**config.mk**
```make
export PLATFORM = sky130hd
export DESIGN_NAME = sd_responder_flat
export DESIGN_NICKNAME = d
export VERILOG_FILES = /design/src/rtl/sd_responder_if.sv /design/src/rtl/sd_responder.sv /design/src/flat_wrapper.sv
export SDC_FILE = /design/constraint.sdc
export NUM_CORES = 1
export LEC_CHECK = 0
export ABC_AREA = 1
export CAP_MARGIN = 25
export CELL_PAD_IN_SITES_DETAIL_PLACEMENT = 1
export CELL_PAD_IN_SITES_GLOBAL_PLACEMENT = 1
export CORE_MARGIN = 1
export CORE_UTILIZATION = 36
export CTS_BUF_LIST = sky130_fd_sc_hd__clkbuf_8 sky130_fd_sc_hd__clkbuf_16
export DETAILED_ROUTE_END_ITERATION = 7
export GPL_TIMING_DRIVEN = 0
export PLACE_DENSITY_LB_ADDON = 0.1
export RECOVER_POWER = 25
export SETUP_SLACK_MARGIN = 0.05
export SYNTH_ARGS = -nofsm -noshare
export SYNTH_HDL_FRONTEND = slang
export SYNTH_SLANG_ARGS = --single-unit
```
**constraint.sdc**
```tcl
create_clock -name clock -period 1.71 [get_ports clock]
set_input_delay 0.171 -clock clock [delete_from_list [all_inputs] [get_ports clock]]
set_output_delay 0.171 -clock clock [all_outputs]
set_load 0.01 [all_outputs]
```
**src/rtl/sd_responder_if.sv**
```systemverilog
// SPI bus between an SD host (master) and the sd_responder card model (slave).
interface sd_responder_if;
    logic SPI_CS;
    logic SPI_SCLK;
    logic SPI_MOSI;
    logic SPI_MISO;

    modport master (output SPI_CS, output SPI_SCLK, output SPI_MOSI, input SPI_MISO);
    modport slave  (input SPI_CS, input SPI_SCLK, input SPI_MOSI, output SPI_MISO);
endinterface

```
**src/rtl/sd_responder.sv**
```systemverilog
// SD card SPI-mode responder: command capture, R1 replies and single-block reads.
// Macro SD_RESPONDER_CRC16_EN builds a CRC-16-CCITT over read data; otherwise CRC bytes are FF FF.
module sd_responder (
    input  logic          clock,
    input  logic          reset,
    sd_responder_if.slave spi,
    output logic          cmd_valid,
    output logic [5:0]    cmd_index,
    output logic [31:0]   cmd_arg,
    output logic [8:0]    rd_addr,
    input  logic [7:0]    rd_data,
    output logic          busy
);
    localparam int unsigned BYTE_W = 8;
    localparam int unsigned CRC_W  = 16;
    localparam logic [5:0]  CMD_GO_IDLE = 6'd0;
    localparam logic [5:0]  CMD_READ    = 6'd17;
    localparam logic [5:0]  CMD_APP_OP  = 6'd41;
    localparam logic [5:0]  CMD_APP     = 6'd55;

    typedef enum logic [2:0] {
        S_IDLE, S_CMD, S_NCR, S_R1, S_GAP, S_TOKEN, S_DATA, S_CRC
    } state_t;

    state_t              state;
    logic [1:0]          cs_sync;
    logic [1:0]          sclk_sync;
    logic [1:0]          mosi_sync;
    logic                sclk_q;
    logic [2:0]          bit_cnt;
    logic [BYTE_W-2:0]   rx_sr;
    logic [BYTE_W-1:0]   tx_sr;
    logic [BYTE_W-1:0]   tx_next;
    logic [BYTE_W-1:0]   rx_byte;
    logic [BYTE_W-1:0]   r1_c;
    logic [BYTE_W-1:0]   r1_q;
    logic [2:0]          byte_cnt;
    logic [5:0]          frame_idx;
    logic [31:0]         frame_arg;
    logic                is_read;
    logic                idle_flag;
    logic                app_flag;
    logic                armed;
    logic [1:0]          settle;
    logic                crc_second;
    logic [CRC_W-1:0]    data_crc;
    logic                cs_high;
    logic                sclk_rise;
    logic                sclk_fall;
    logic                byte_done;

    assign spi.SPI_MISO = tx_sr[BYTE_W-1];
    assign cs_high      = cs_sync[1];
    assign sclk_rise    = sclk_sync[1] & ~sclk_q;
    assign sclk_fall    = ~sclk_sync[1] & sclk_q;
    assign rx_byte      = {rx_sr, mosi_sync[1]};
    assign byte_done    = ~cs_high & sclk_rise & (bit_cnt == 3'd7) & armed;

`ifdef SD_RESPONDER_CRC16_EN
    logic [CRC_W-1:0] crc;
    logic [CRC_W-1:0] crc_upd;
    logic             load_data;

    assign load_data = (state == S_TOKEN) || ((state == S_DATA) && (rd_addr != '0));
    assign data_crc  = crc;

    // Byte-at-a-time CRC-16-CCITT (poly 0x1021), MSB first.
    always_comb begin
        crc_upd = crc ^ {rd_data, 8'h00};
        for (int i = 0; i < 8; i++) begin
            crc_upd = crc_upd[15] ? ((crc_upd << 1) ^ 16'h1021) : (crc_upd << 1);
        end
    end

    always_ff @(posedge clock) begin
        if (reset) begin
            crc <= '0;
        end else if (byte_done) begin
            if (state == S_R1) begin
                crc <= '0;
            end else if (load_data) begin
                crc <= crc_upd;
            end
        end
    end
`else
    assign data_crc = 16'hFFFF;
`endif

    // R1 response for the frame just captured.
    always_comb begin
        r1_c = 8'h04 | {7'b0, idle_flag};
        if (frame_idx == CMD_GO_IDLE) begin
            r1_c = 8'h01;
        end else if (frame_idx == CMD_APP) begin
            r1_c = {7'b0, idle_flag};
        end else if ((frame_idx == CMD_APP_OP) && app_flag) begin
            r1_c = 8'h00;
        end else if (frame_idx == CMD_READ) begin
            r1_c = 8'h00;
        end
    end

    // Byte to present during the byte period that starts at this completion.
    always_comb begin
        tx_next = 8'hFF;
        case (state)
            S_NCR:   tx_next = r1_q;
            S_GAP:   tx_next = 8'hFE;
            S_TOKEN: tx_next = rd_data;
            S_DATA:  tx_next = (rd_addr == '0) ? data_crc[15:8] : rd_data;
            S_CRC:   tx_next = crc_second ? 8'hFF : data_crc[7:0];
            default: tx_next = 8'hFF;
        endcase
    end

    always_ff @(posedge clock) begin
        if (reset) begin
            cs_sync    <= 2'b11;
            sclk_sync  <= 2'b00;
            mosi_sync  <= 2'b11;
            sclk_q     <= 1'b0;
            state      <= S_IDLE;
            bit_cnt    <= '0;
            rx_sr      <= '0;
            tx_sr      <= 8'hFF;
            byte_cnt   <= '0;
            frame_idx  <= '0;
            frame_arg  <= '0;
            r1_q       <= 8'hFF;
            is_read    <= 1'b0;
            idle_flag  <= 1'b1;
            app_flag   <= 1'b0;
            armed      <= 1'b0;
            settle     <= '0;
            crc_second <= 1'b0;
            cmd_valid  <= 1'b0;
            cmd_index  <= '0;
            cmd_arg    <= '0;
            rd_addr    <= '0;
            busy       <= 1'b0;
        end else begin
            cs_sync   <= {cs_sync[0], spi.SPI_CS};
            sclk_sync <= {sclk_sync[0], spi.SPI_SCLK};
            mosi_sync <= {mosi_sync[0], spi.SPI_MOSI};
            sclk_q    <= sclk_sync[1];
            cmd_valid <= 1'b0;
            if (settle != 2'd2) begin
                settle <= settle + 2'd1;
            end

            // Only a CS-high seen after the synchronizers hold real samples re-aligns the byte framing.
            if (cs_high) begin
                if (settle == 2'd2) begin
                    armed <= 1'b1;
                end
                state   <= S_IDLE;
                bit_cnt <= '0;
                tx_sr   <= 8'hFF;
                busy    <= 1'b0;
            end else if (sclk_rise) begin
                rx_sr   <= rx_byte[BYTE_W-2:0];
                bit_cnt <= bit_cnt + 3'd1;
                if (bit_cnt == 3'd7) begin
                    armed <= 1'b1;
                end
                if (byte_done) begin
                    tx_sr <= tx_next;
                    case (state)
                        S_IDLE: begin
                            if (rx_byte[7:6] == 2'b01) begin
                                frame_idx <= rx_byte[5:0];
                                byte_cnt  <= 3'd1;
                                state     <= S_CMD;
                            end
                        end
                        S_CMD: begin
                            if (byte_cnt != 3'd5) begin
                                frame_arg <= {frame_arg[23:0], rx_byte};
                                byte_cnt  <= byte_cnt + 3'd1;
                            end else begin
                                cmd_valid <= 1'b1;
                                cmd_index <= frame_idx;
                                cmd_arg   <= frame_arg;
                                r1_q      <= r1_c;
                                busy      <= 1'b1;
                                is_read   <= (frame_idx == CMD_READ);
                                app_flag  <= (frame_idx == CMD_APP);
                                if (frame_idx == CMD_GO_IDLE) begin
                                    idle_flag <= 1'b1;
                                end else if ((frame_idx == CMD_APP_OP) && app_flag) begin
                                    idle_flag <= 1'b0;
                                end
                                state <= S_NCR;
                            end
                        end
                        S_NCR: state <= S_R1;
                        S_R1: begin
                            if (is_read) begin
                                rd_addr <= '0;
                                state   <= S_GAP;
                            end else begin
                                busy  <= 1'b0;
                                state <= S_IDLE;
                            end
                        end
                        S_GAP: state <= S_TOKEN;
                        S_TOKEN: begin
                            rd_addr <= rd_addr + 9'd1;
                            state   <= S_DATA;
                        end
                        // rd_addr wraps to 0 after byte 511 is loaded, marking the end of the block.
                        S_DATA: begin
                            if (rd_addr == '0) begin
                                crc_second <= 1'b0;
                                state      <= S_CRC;
                            end else begin
                                rd_addr <= rd_addr + 9'd1;
                            end
                        end
                        S_CRC: begin
                            if (!crc_second) begin
                                crc_second <= 1'b1;
                            end else begin
                                busy  <= 1'b0;
                                state <= S_IDLE;
                            end
                        end
                        default: state <= S_IDLE;
                    endcase
                end
            end else if (sclk_fall && (bit_cnt != 3'd0)) begin
                // The falling edge right after a byte completes keeps the freshly loaded MSB.
                tx_sr <= {tx_sr[BYTE_W-2:0], 1'b1};
            end
        end
    end
endmodule

```
**src/flat_wrapper.sv**
```systemverilog
// flat-port wrapper written by rule: the top's interface ports become plain ports
module sd_responder_flat 
  (clock, reset, cmd_valid, cmd_index, cmd_arg, rd_addr, rd_data, busy, spi_SPI_CS, spi_SPI_SCLK, spi_SPI_MOSI, spi_SPI_MISO);
  sd_responder_if spi_i ();
  input  logic clock;
  input  logic reset;
  output logic cmd_valid;
  output logic [5:0] cmd_index;
  output logic [31:0] cmd_arg;
  output logic [8:0] rd_addr;
  input  logic [7:0] rd_data;
  output logic busy;
  input wire logic [$bits(spi_i.SPI_CS)-1:0] spi_SPI_CS;
  input wire logic [$bits(spi_i.SPI_SCLK)-1:0] spi_SPI_SCLK;
  input wire logic [$bits(spi_i.SPI_MOSI)-1:0] spi_SPI_MOSI;
  output wire logic [$bits(spi_i.SPI_MISO)-1:0] spi_SPI_MISO;
  assign spi_i.SPI_CS = spi_SPI_CS;
  assign spi_i.SPI_SCLK = spi_SPI_SCLK;
  assign spi_i.SPI_MOSI = spi_SPI_MOSI;
  assign spi_SPI_MISO = spi_i.SPI_MISO;
  sd_responder u_core (.clock(clock), .reset(reset), .spi(spi_i), .cmd_valid(cmd_valid), .cmd_index(cmd_index), .cmd_arg(cmd_arg), .rd_addr(rd_addr), .rd_data(rd_data), .busy(busy));
endmodule
```
# [Word-level counts from Yosys, hierarchy flattened]
# Index checks and enable logic that the tools add are counted.
[op_classes] muxes=33 eq_ne=25 add_sub_neg=4 n_bitwise=12 n_reduce_logical=28
[ops] operator="8-bit 2-to-1 mux" n=7
[ops] operator="8-bit one-hot mux with 4 select lines" n=1
[ops] operator="6-bit AND reduction" n=5
[ops] operator="9-bit one-hot mux with 3 select lines" n=1
[ops] operator="3-bit one-hot mux with 8 select lines" n=1
[ops] operator="3-bit 2-to-1 mux" n=7
[ops] operator="5-bit AND reduction" n=4
[ops] operator="9-bit 2-to-1 mux" n=2
[ops] operator="3-bit equality test (second input constant)" n=5
[ops] operator="6-bit equality test (second input constant)" n=2
[ops] operator="2-bit inequality test (second input constant)" n=6
[ops] operator="2-bit nonzero test" n=6
[ops] operator="1-bit 2-to-1 mux" n=11
[ops] operator="2-bit by 1-bit inequality test with 1-bit output (second input constant)" n=5
[ops] operator="9-bit by 1-bit adder with 9-bit output (second input constant)" n=1
[ops] operator="9-bit zero test" n=1
[ops] operator="3-bit nonzero test" n=3
[ops] operator="1-bit inverter" n=7
[ops] operator="3-bit by 1-bit adder with 3-bit output (second input constant)" n=2
[ops] operator="3-bit by 2-bit equality test with 1-bit output (second input constant)" n=2
[ops] operator="6-bit by 5-bit equality test with 1-bit output (second input constant)" n=1
[ops] operator="6-bit zero test" n=1
[ops] operator="3-bit one-hot mux with 2 select lines" n=1
[ops] operator="1-bit bitwise AND" n=5
[ops] operator="other kinds (13)" n=15
[totals] elab_cells=125 register_bits=133

# [Logic depth before layout (Yosys ltp)]
# Gate-level depths: netlist (run 1).
[logic_depth] word_depth=7 ltp_mapped=11

# [Worst setup path before layout (run 1)]
# No wires, ideal clock.
[synth_path] kind="register to register" startpoint="register u_core.state[1]" endpoint="register u_core.tx_sr[4]" n_path_buf=1 required_ns=1.598 stages_incl_launch_ff=10 setup_time_ns=0.112 period_less_slack_ns=1.651 arrival_ns=1.539 path_slack_ns=0.059 path_cell_list="dfxtp_1 > inv_1 > ha_1 > o21ai_0 > buf_2 > nor2_1 > nor2_1 > nand2_1 > nand2_1 > nand2_1"
[synth_between] elab_chain_cells=4
[synth_lines] element="start: declaration" line="sd_responder.sv:25" source="state_t state;"
[synth_lines] element="start signal: assignment" line="sd_responder.sv:123" source="state <= S_IDLE;"
[synth_lines] element="start signal: assignment" line="sd_responder.sv:157" source="state <= S_IDLE;"
[synth_lines] element="start signal: assignment" line="sd_responder.sv:174" source="state <= S_CMD;"
[synth_lines] element="3-bit equality test or 3-bit by 2-bit equality test with 1-bit output (tied branches)" line="sd_responder.sv:107" source="case (state)"
[synth_lines] element="8-bit one-hot mux with 4 select lines *" line="sd_responder.sv:107"
[synth_lines] element="8-bit 2-to-1 mux *" line="sd_responder.sv:167" source="if (byte_done) begin"
[synth_lines] element="8-bit 2-to-1 mux *" line="sd_responder.sv:161" source="end else if (sclk_rise) begin"
[synth_lines] element="end signal: assignment" line="sd_responder.sv:168" source="tx_sr <= tx_next;"
[synth_lines] element="end signal: assignment" line="sd_responder.sv:234" source="tx_sr <= {tx_sr[BYTE_W-2:0], 1'b1};"
[synth_lines] element="end: declaration" line="sd_responder.sv:32" source="logic [BYTE_W-1:0] tx_sr;"
# Mark *: on every way between the ends. The rest lies on a longest branch, timed or not. The select of a mux whose other input is x is not followed.
# A chain may end at the register's enable or synchronous reset.

# [Final worst setup path (run 1)]
[layout_path] startpoint="register u_core.state[1]" endpoint="register u_core.frame_arg[2]"
[layout_between] elab_chain_cells=2
[layout_lines] element="3-bit by 1-bit equality test with 1-bit output" line="sd_responder.sv:169" source="case (state)"
[layout_lines] element="5-bit AND reduction (no line)"
[layout_lines] element="end signal: assignment" line="sd_responder.sv:179" source="frame_arg <= {frame_arg[23:0], rx_byte};"
[layout_lines] element="end: declaration" line="sd_responder.sv:39" source="logic [31:0] frame_arg;"
# No other way between the ends.

==> flow_metrics.tcl, run 1 <==
set metrics [dict create \
    synth_seq_area_share_pct 47.54 \
    vias_per_cell 5.030 \
    status "complete, no violations" \
    initialDrtViolationCount 195 \
    synth-warning-count 0 \
    first_pass_iters 4 \
    intPower_mw 5.054 \
    clock.fmax_mhz 598.0 \
    cap_viol_max_count 0 \
    p_clk_share_pct 50.3 \
    min_from "spi_SPI_SCLK" \
    post-route-period-util_pct 97.80 \
    globalplace.congestion 0.8244 \
    num-fill-cells 1777 \
    hold_viol_final 0 \
    area_growth_pct 41.30 \
    critPathBufInv 5 \
    vias 5322 \
    critPathRequiredTime_ns 2.02 \
    n_antenna_cell 0 \
    root_buffer "clkbuf_16" \
    grt_max_degree 17 \
    crit_chain "inv_4 -> ha_4 -> inv_2 -> nor2_4 -> nand2_2 -> nor2_4 -> inv_2 -> buf_6 -> clkbuf_16 -> nor2_4 -> nor2_1" \
    final_util_pct 52.20 \
    critPathKind "reg2reg" \
    die_area_um2 15470 \
    crit_family "simple AND/OR/NAND/NOR gates" \
    routedWlPerCell_um 16.30 \
    p_total_mw 6.470 \
    reg2reg_from "u_core.state[1]" \
    cts_tree "yes" \
    syn_inst 762 \
    p_sw_mw 1.416 \
    antenna_found_initial 0 \
    drive_above_1_share_pct 20.37 \
    cts.path.max_buffers 2 \
    relSlewSlack_pct 54.98 \
    combPwrFrac_pct 2.7 \
    ant_nets 0 \
    cts_inserted_buffers 17 \
    rsz0062_at_grt "yes" \
    slew_violations 0 \
    die_x_um 124.4 \
    overflow 0 \
    setup_violations 0 \
    post-route-min-period_ns 1.672 \
    first_global_vias 5515 \
    hp-class "in2reg" \
    holdPathStages 3 \
    drt_wl_total_um 17250 \
    power_frac_seq_pct 47.0 \
    min_to "u_core.sclk_sync[0]" \
    clock_skew_ns 0.007631 \
    synth_seq_cells 128 \
    cpMaxStageDelayCell "dfxtp_4" \
    synth_fp_nets 787 \
    fin_nets 890 \
    slowest_delay_ns 0.36 \
    clock_latency_ns 0.42 \
    io_buffers 62 \
    reg2regPathDepth 11 \
    syn-cell-area_um2 5390 \
    path_clk_slew_ns 0.06 \
    startpoint_type "register" \
    placementRows 44 \
    syn_area_per_cell_um2 7.074 \
    grt_usage_pct 21.57 \
    io_pins 63 \
    coreArea_um2 14590 \
    initial_utilization_pct 36.95 \
    crit_path_end_kind "register" \
    h-tree-depth 4 \
    grt_pass1_wl_um 26770 \
    p_leak_nw 3.413 \
    ff2ff_setup_slack_ns 0.04 \
    drc 0 \
    hold_ws_ns 0.2837 \
    cp_max_fo 6 \
    p_sw_share_pct 21.89 \
    worstPathArrival_ns 1.98 \
    cts.sinks 128 \
    chipHeight_um 124.4 \
    dp_hpwl_um 11320 \
    ys_types 27 \
    r2r_end "u_core.frame_arg[2]" \
    worstMarginPinSlew_ns 0.6753 \
    power_density_nw_per_um2 849.5 \
    vdd_drop_max_mv 0.6595 \
    cpMostUsedCell "nor2_4" \
]
==> layer usage <==
layer | track usage, % | share of wire, %
met1 | 24.67 | 44
met3 | 5.069 | 2.8
met4 | 7.654 | 1.4
met2 | 38.87 | 52
met5 | 0 | 0
==> sequential cells by signal (all words and copies together), names as in the netlist <==
register	cells
u_core.rd_addr	9
u_core.busy	1
u_core.app_flag	1
u_core.sclk_sync	2
u_core.mosi_sync	2
u_core.armed	1
u_core.cmd_arg	32
u_core.idle_flag	1
u_core.r1_q	3
u_core.settle	2
u_core.bit_cnt	3
u_core.frame_idx	6
u_core.cs_sync	2
u_core.cmd_index	6
u_core.byte_cnt	3
u_core.tx_sr	8
u_core.rx_sr	7
u_core.state	3
u_core.is_read	1
u_core.frame_arg	32
u_core.sclk_q	1
u_core.cmd_valid	1
u_core.crc_second	1
==> worst max path at each step <==
stage	from	depth (start not counted)	slack (ns)	end
6_report	u_core.state[1]	11	0.04	u_core.frame_arg[2]
4_1_cts	u_core.bit_cnt[1]	8	-0.02	u_core.cmd_arg[12]
3_3_place_gp	reset	7	-0.30	u_core.tx_sr[6]
5_1_grt	u_core.bit_cnt[0]	9	-0.06	u_core.state[0]
3_5_place_dp	reset	7	-0.43	u_core.tx_sr[5]
2_1_floorplan	u_core.state[1]	9	0.06	u_core.tx_sr[4]
==> worst min-delay path, stage by stage <==
cell	delay, ns
clkdlybuf4s50_1	0.41
inv_1	0.05
nor2_1	0.03
==> Yosys cell counts, drive strengths merged <==
| cell type | count | share of area [%] |
|---|---|---|
| a211oi | 1 | 0.14 |
| a21oi | 48 | 4.5 |
| buf | 11 | 1.3 |
| clkbuf | 21 | 1.6 |
| dfxtp | 128 | 48 |
| ha | 12 | 2.8 |
| inv | 79 | 5.5 |
| nand2 | 125 | 8.8 |
| nand3 | 22 | 2.0 |
| nand3b | 1 | 0.14 |
| nand4 | 4 | 0.74 |
| nor2 | 199 | 14 |
| nor3 | 2 | 0.19 |
| o211ai | 1 | 0.14 |
| o21ai | 102 | 9.5 |
| or2 | 4 | 0.46 |
| xnor2 | 1 | 0.16 |
| xor2 | 1 | 0.16 |
==> layout by cell type, fill, tap and decap left out, types with 5 or more instances in the layout <==
cell type        instances
clkbuf_16               22
clkbuf_1                11
inv_1                   74
clkdlybuf4s50_1         41
nand2_1                116
ha_1                     7
o21ai_1                 11
nand3_1                 20
dlygate4sd3_1           21
inv_2                    5
a21oi_1                 47
o21ai_2                  9
nor2_2                  33
dfxtp_1                122
o21ai_0                 80
nand2_2                  7
nor2_4                  31
buf_4                   17
buf_6                    5
nor2_1                 135
==> area by class of cell <==
cell class                 count  area [µm²]  share of cell area (%)
buffer                        32       285.3                   3.746
clock buffer                  18       439.2                   5.766
clock inverter                10       77.57                   1.019
inverter                      79       315.3                   4.140
multi-input combinational    523        2820                   37.03
sequential                   128        2575                   33.81
tap                          184       230.2                   3.023
timing repair buffer          84       873.3                   11.47
==> per-stage QoR <==
step / setup slack [ns] / cell area (µm²) / TNS, ns / instances
floorplan: 0.05905 / 5390 / 0 / 762
global placement: -0.3008 / 6241 / -16.95 / 1008
detailed placement: -0.4275 / 6241 / -22.67 / 1008
CTS: -0.01981 / 7052 / -0.1126 / 1044
global route: -0.06137 / 7616 / -1.007 / 1058
finish: 0.03768 / 7616 / 0 / 1058
==> timing repair <==
item | 4_1_cts | 5_1_grt
gates cloned | 3 | 4
endpoints found under the setup margin | 106 | 101
pin swaps | 14 | 23
buffers inserted | 5 | 10
hold buffers | 0 | 0
gates resized for setup | 75 | 136
==> cell families after synthesis <==
family / Yosys count / share of synthesized area [%]
fa+ha+maj: 12 / 2.785
compound gates: 152 / 14.21
simple gates: 357 / 26.79
flops: 128 / 47.54
buf+inv: 111 / 8.356
xor+xnor: 2 / 0.3250
==> power by group through the flow <==
stage | Clock, mW | Combinational [mW] | Sequential (mW)
finish | 3.25 | 0.177 | 3.04
global route | 3.44 | 0.198 | 3.04
CTS | 3.31 | 0.175 | 3.04
detailed placement | 0 | 0.167 | 3.11
global placement | 0 | 0.159 | 3.10
floorplan | 0 | 0.0987 | 3.10
No activity file was read; power rests on OpenSTA's default activity.
==> run 2, diff against run 1 <==
CORE_MARGIN = 2   (was 1)
==> run 2 against run 1 <==
The run now ends with negative setup slack left. Worst setup slack worse by 0.11 ns. Die area is 3.2% higher. Worst hold slack worse by 0.0017 ns. Largest power group unchanged. Critical path depth stayed put.
==> flow_metrics.tcl, run 2 (same netlist as run 1, synthesis figures left out) <==
set metrics [dict create \
    status "finished, violations left" \
    violations "negative setup slack" \
    critPathRequiredTime_ns 2.06 \
    setup_violations 42 \
    critPathKind "reg2reg" \
    fin_nets 899 \
    io_buffers 62 \
    cpMostUsedCell "nor2_4" \
    globalplace.congestion 0.7836 \
    drt_wl_total_um 18520 \
    hold_ws_ns 0.2820 \
    cpMaxStageDelayCell "dfxtp_4" \
    overflow 0 \
    clock.fmax_mhz 560.2 \
    crit_path_end_kind "register" \
    coreArea_um2 14590 \
    placementRows 44 \
    area_growth_pct 47.24 \
    drive_above_1_share_pct 24.46 \
    die_area_um2 15970 \
    cts.sinks 128 \
    slew_violations 0 \
    dpl_cell_area_um2 6241 \
    first_global_vias 5526 \
    routedWlPerCell_um 17.29 \
    drc 0 \
    relSlewSlack_pct 57.02 \
    cts.path.max_buffers 2 \
    crit_chain "inv_4 -> ha_4 -> inv_2 -> nor2_4 -> nand2_2 -> nor2_4 -> buf_12 -> buf_8 -> clkbuf_16 -> o21ai_2 -> nor2_1" \
    antenna_found_initial 0 \
    vias_per_cell 5.040 \
    worstPathArrival_ns 2.13 \
    ant_nets 0 \
    vdd_drop_max_mv 0.7341 \
    h-tree-depth 4 \
    n_antenna_cell 0 \
    seq_area_um2 2579 \
    chipHeight_um 126.4 \
    fin_cells 1071 \
    post-route-min-period_ns 1.785 \
    multi_input_area_um2 2927 \
    power_density_nw_per_um2 890.9 \
    first_pass_iters 4 \
    final_common_cell "nor2_1" \
    slowest_delay_ns 0.37 \
    dp_slack_ns -0.3859 \
    worstMarginPinSlew_ns 0.6447 \
    startpoint_type "register" \
    hp-class "in2reg" \
    final_area_um2 7936 \
    dp_hpwl_um 11240 \
    cts_inserted_buffers 17 \
    grt_pass1_wl_um 27190 \
    root_buffer "clkbuf_16" \
    vias 5398 \
    post-route-period-util_pct 104.4 \
    die_x_um 126.4 \
    cap_viol_max_count 0 \
    cp_max_fo 7 \
    num-fill-cells 1739 \
    clock_latency_ns 0.42 \
    hold_viol_final 0 \
    fin_ws_ns -0.07515 \
    dp_cells 1008 \
    final_cell_mix "nor2_1 (147), dfxtp_1 (119), nand2_1 (103)" \
    grt_max_degree 17 \
    cts_tree "yes" \
    initialDrtViolationCount 252 \
    path_clk_slew_ns 0.06 \
    grt_usage_pct 21.17 \
    p_leak_nw 3.501 \
    io_pins 63 \
    rsz0062_at_grt "yes" \
    initial_utilization_pct 36.95 \
    p_total_mw 7.070 \
    reg_top3 "u_core.cmd_arg (32), u_core.frame_arg (32), u_core.rd_addr (9)" \
    clock_skew_ns 0.01003 \
]
-- run 2: metrics by stage --
stage | utilization [%] | TNS, ns
6_report | 54.40 | -1.293
5_1_grt | 54.40 | -5.479
4_1_cts | 49.23 | 0
3_5_place_dp | 42.78 | -22.08
3_3_place_gp | 42.78 | -16.97
2_1_floorplan | - | 0
-- run 2: metal layers --
| metal | up-vias | routed length, µm | GRT usage (%) |
|---|---|---|---|
| met5 | - | 0 | 0 |
| met4 | 0 | 246 | 6.076 |
| met3 | 22 | 544 | 4.513 |
| met2 | 78 | 10010 | 38.53 |
| met1 | 2672 | 7712 | 24.99 |
| li1 | 2626 | - | - |
-- run 2: worst paths after layout --
check | startpoint | endpoint | slack (ns) | cells after the start
setup reg to reg | u_core.state[1] | u_core.cmd_arg[4] | -0.08 | 11
setup / recovery | u_core.state[1] | u_core.cmd_arg[4] | -0.08 | 11
hold / removal | spi_SPI_SCLK | u_core.sclk_sync[0] | 0.28 | 3
hold reg to reg | u_core.sclk_sync[0] | u_core.sclk_sync[1] | 0.42 | 2
-- run 2: worst max-delay path, delay by kind of cell (launching register included) --
| family | cells | cell delay [ns] |
|---|---|---|
| buffers and inverters | 5 | 0.59 |
| AND/OR/NAND/NOR | 4 | 0.57 |
| flip-flops | 1 | 0.37 |
| adder cells (fa/ha/maj) | 1 | 0.13 |
| AO/OA/AOI/OAI | 1 | 0.05 |
-- run 2: final cells by class --
type	instances	share of cell area, %
buffer	31	3.468
sequential	128	32.49
timing repair inverter	1	0.09459
multi-input combinational	524	36.88
timing repair buffer	92	12.30
clock buffer	19	5.707
tap	184	2.901
clock inverter	13	2.144
inverter	79	4.020
-- run 2: repair_timing --
item / 4_1_cts / 5_1_grt
pin swaps: 7 / 56
hold buffers: 0 / 0
buffers inserted: 10 / 12
gates resized for setup: 57 / 200
gates cloned: 4 / 6
setup endpoints to repair: 106 / 104
-- run 2: power breakdown --
part | internal, mW | total (mW) | leakage, nW | switching, mW
combinational | 0.0702 | 0.183 | 2.15 | 0.113
sequential | 3.01 | 3.04 | 1.04 | 0.0278
clock | 2.49 | 3.85 | 0.313 | 1.35
total | 5.58 | 7.07 | 3.50 | 1.49
==> run 3, diff against run 2 <==
PLACE_DENSITY = 0.8   (was default)
PLACE_DENSITY_LB_ADDON = default   (was 0.1)
==> run 3 against run 2 <==
Non-clock buffer count decreased by 11. Via count is 3.6% lower. Clock power down 6.0%. Largest cell class unchanged. Critical path type unchanged. The run now ends clean. Highest routed layer unchanged.
==> flow_metrics.tcl, run 3 (same netlist as run 1, synthesis figures left out) <==
set metrics [dict create \
    status "complete, no violations" \
    cts.sinks 128 \
    p_sw_share_pct 22.48 \
    critPathRequiredTime_ns 2.03 \
    antenna_found_initial 0 \
    cp_max_fo 7 \
    critPathKind "reg2reg" \
    timing.setup.tns_ns 0 \
    first_global_vias 5341 \
    ant_nets 0 \
    fin_cells 1058 \
    die_area_um2 15970 \
    h-tree-depth 4 \
    coreArea_um2 14590 \
    cts_inserted_buffers 17 \
    cts_tree "yes" \
    rsz0062_at_grt "yes" \
    drc 0 \
    reg2reg_from "u_core.state[1]" \
    min_from "spi_SPI_SCLK" \
    power_density_nw_per_um2 907.9 \
    clock_skew_ns 0.01138 \
    final_cell_mix "nor2_1 (156), dfxtp_1 (123), nand2_1 (118)" \
    combPwrFrac_pct 2.6 \
    hp-class "in2reg" \
    drive_above_1_share_pct 18.31 \
    initial_utilization_pct 36.95 \
    vdd_drop_max_mv 0.6955 \
    root_buffer "clkbuf_16" \
    holdPathStages 3 \
    placementRows 44 \
    first_pass_iters 4 \
    globalplace.congestion 0.7824 \
    slowest_delay_ns 0.36 \
    p_clk_share_pct 52.9 \
    dp_hpwl_um 10540 \
    min_to "u_core.sclk_sync[0]" \
    io_buffers 62 \
    grt_max_degree 17 \
    vias_per_cell 4.920 \
    overflow 0 \
    startpoint_type "register" \
    r2r_end "u_core.frame_arg[1]" \
    setup_violations 0 \
    worstMarginPinSlew_ns 0.7213 \
    num-fill-cells 1776 \
    crit_path_end_kind "register" \
    fin_nets 886 \
    cts.path.max_buffers 2 \
    crit_chain "inv_4 -> ha_4 -> inv_2 -> nor2_4 -> nand2_2 -> nor2_4 -> inv_2 -> buf_6 -> clkbuf_16 -> nor2_4 -> nor2_1" \
    slew_violations 0 \
    power_frac_seq_pct 44.5 \
    cap_viol_max_count 0 \
    worstPathArrival_ns 2.02 \
    area_growth_pct 39.86 \
    post-route-period-util_pct 99.61 \
    post-route-min-period_ns 1.703 \
    intPower_mw 5.306 \
    grt_pass1_wl_um 26120 \
    p_leak_nw 3.389 \
    p_sw_mw 1.538 \
    reg_top3 "u_core.cmd_arg (32), u_core.frame_arg (32), u_core.rd_addr (9)" \
    cpMaxStageDelayCell "dfxtp_4" \
    die_x_um 126.4 \
    grt_usage_pct 20.41 \
    routedWlPerCell_um 15.79 \
    final_common_cell "nor2_1" \
    ff2ff_setup_slack_ns 0.007 \
    chipHeight_um 126.4 \
    vias 5205 \
    cpMostUsedCell "nor2_4" \
    cts_hold_buf 0 \
    drt_wl_total_um 16710 \
    dp_cells 1008 \
    initialDrtViolationCount 241 \
    clock_latency_ns 0.43 \
    n_antenna_cell 0 \
    io_pins 63 \
    clock.fmax_mhz 587.1 \
    reg2regPathDepth 11 \
    relSlewSlack_pct 51.92 \
    path_clk_slew_ns 0.06 \
    hold_viol_final 0 \
]
run 3: power by group through the flow:
stage / combinational [mW] / sequential [mW] / clock [mW]
floorplan: 0.0987 / 3.10 / 0
detailed placement: 0.170 / 3.11 / 0
finish: 0.181 / 3.04 / 3.62
global route: 0.202 / 3.05 / 3.80
global placement: 0.161 / 3.10 / 0
CTS: 0.175 / 3.04 / 3.68
run 3: repair_timing:
| action | 4_1_cts | 5_1_grt |
|---|---|---|
| gates cloned | 1 | 5 |
| pin swaps | 10 | 31 |
| endpoints found under the setup margin | 106 | 99 |
| resized for setup | 62 | 114 |
| buffers inserted | 11 | 3 |
run 3: final cells by class:
class	count	area, µm²	share of cell area (%)
clock inverters	13	136.4	1.809
clock buffers	19	452.9	6.008
flip-flops and latches	128	2571	34.11
plain buffers	30	251.5	3.336
multi-input cells	523	2709	35.93
inverters	79	304.0	4.033
repair buffers	82	883.3	11.72
well taps	184	230.2	3.054
run 3: through the flow:
stage	cell area [µm²]	power (mW)	utilization [%]	hold WS (ns)	setup slack, ns
final	7538	6.844	51.67	0.2950	0.006619
after global routing	7538	7.045	51.67	0.3049	-0.09659
after CTS	7121	6.897	48.81	0.2944	0.04694
after detailed placement	6241	3.277	42.78	0.4092	-0.3620
after global placement	6241	3.265	42.78	0.3917	-0.3390
after floorplan	5390	3.198	-	0.2748	0.05905
run 3: worst max path at each step:
stage                       from              endpoint  cells after the start
2_1_floorplan    u_core.state[1]       u_core.tx_sr[4]                      9
3_3_place_gp     u_core.state[1]    u_core.cmd_arg[21]                     10
3_5_place_dp     u_core.state[1]    u_core.cmd_arg[22]                     10
4_1_cts        u_core.bit_cnt[1]  u_core.frame_arg[30]                      9
5_1_grt          u_core.state[1]   u_core.frame_arg[0]                     10
6_report         u_core.state[1]   u_core.frame_arg[1]                     11
run 3: routing by layer:
| layer | global-route usage [%] | part of all wire (%) |
|---|---|---|
| met1 | 24.96 | 45 |
| met2 | 35.17 | 50 |
| met3 | 4.597 | 3.0 |
| met4 | 7.498 | 2.1 |
| met5 | 0 | 0 |
run 3: worst max-delay path, delay by kind of cell, from the launching register on:
kind	cells	cell delay [ns]
DFF	1	0.36
and+or+nand+nor	5	0.57
buffers and inverters	5	0.51
adders and majority gates	1	0.15
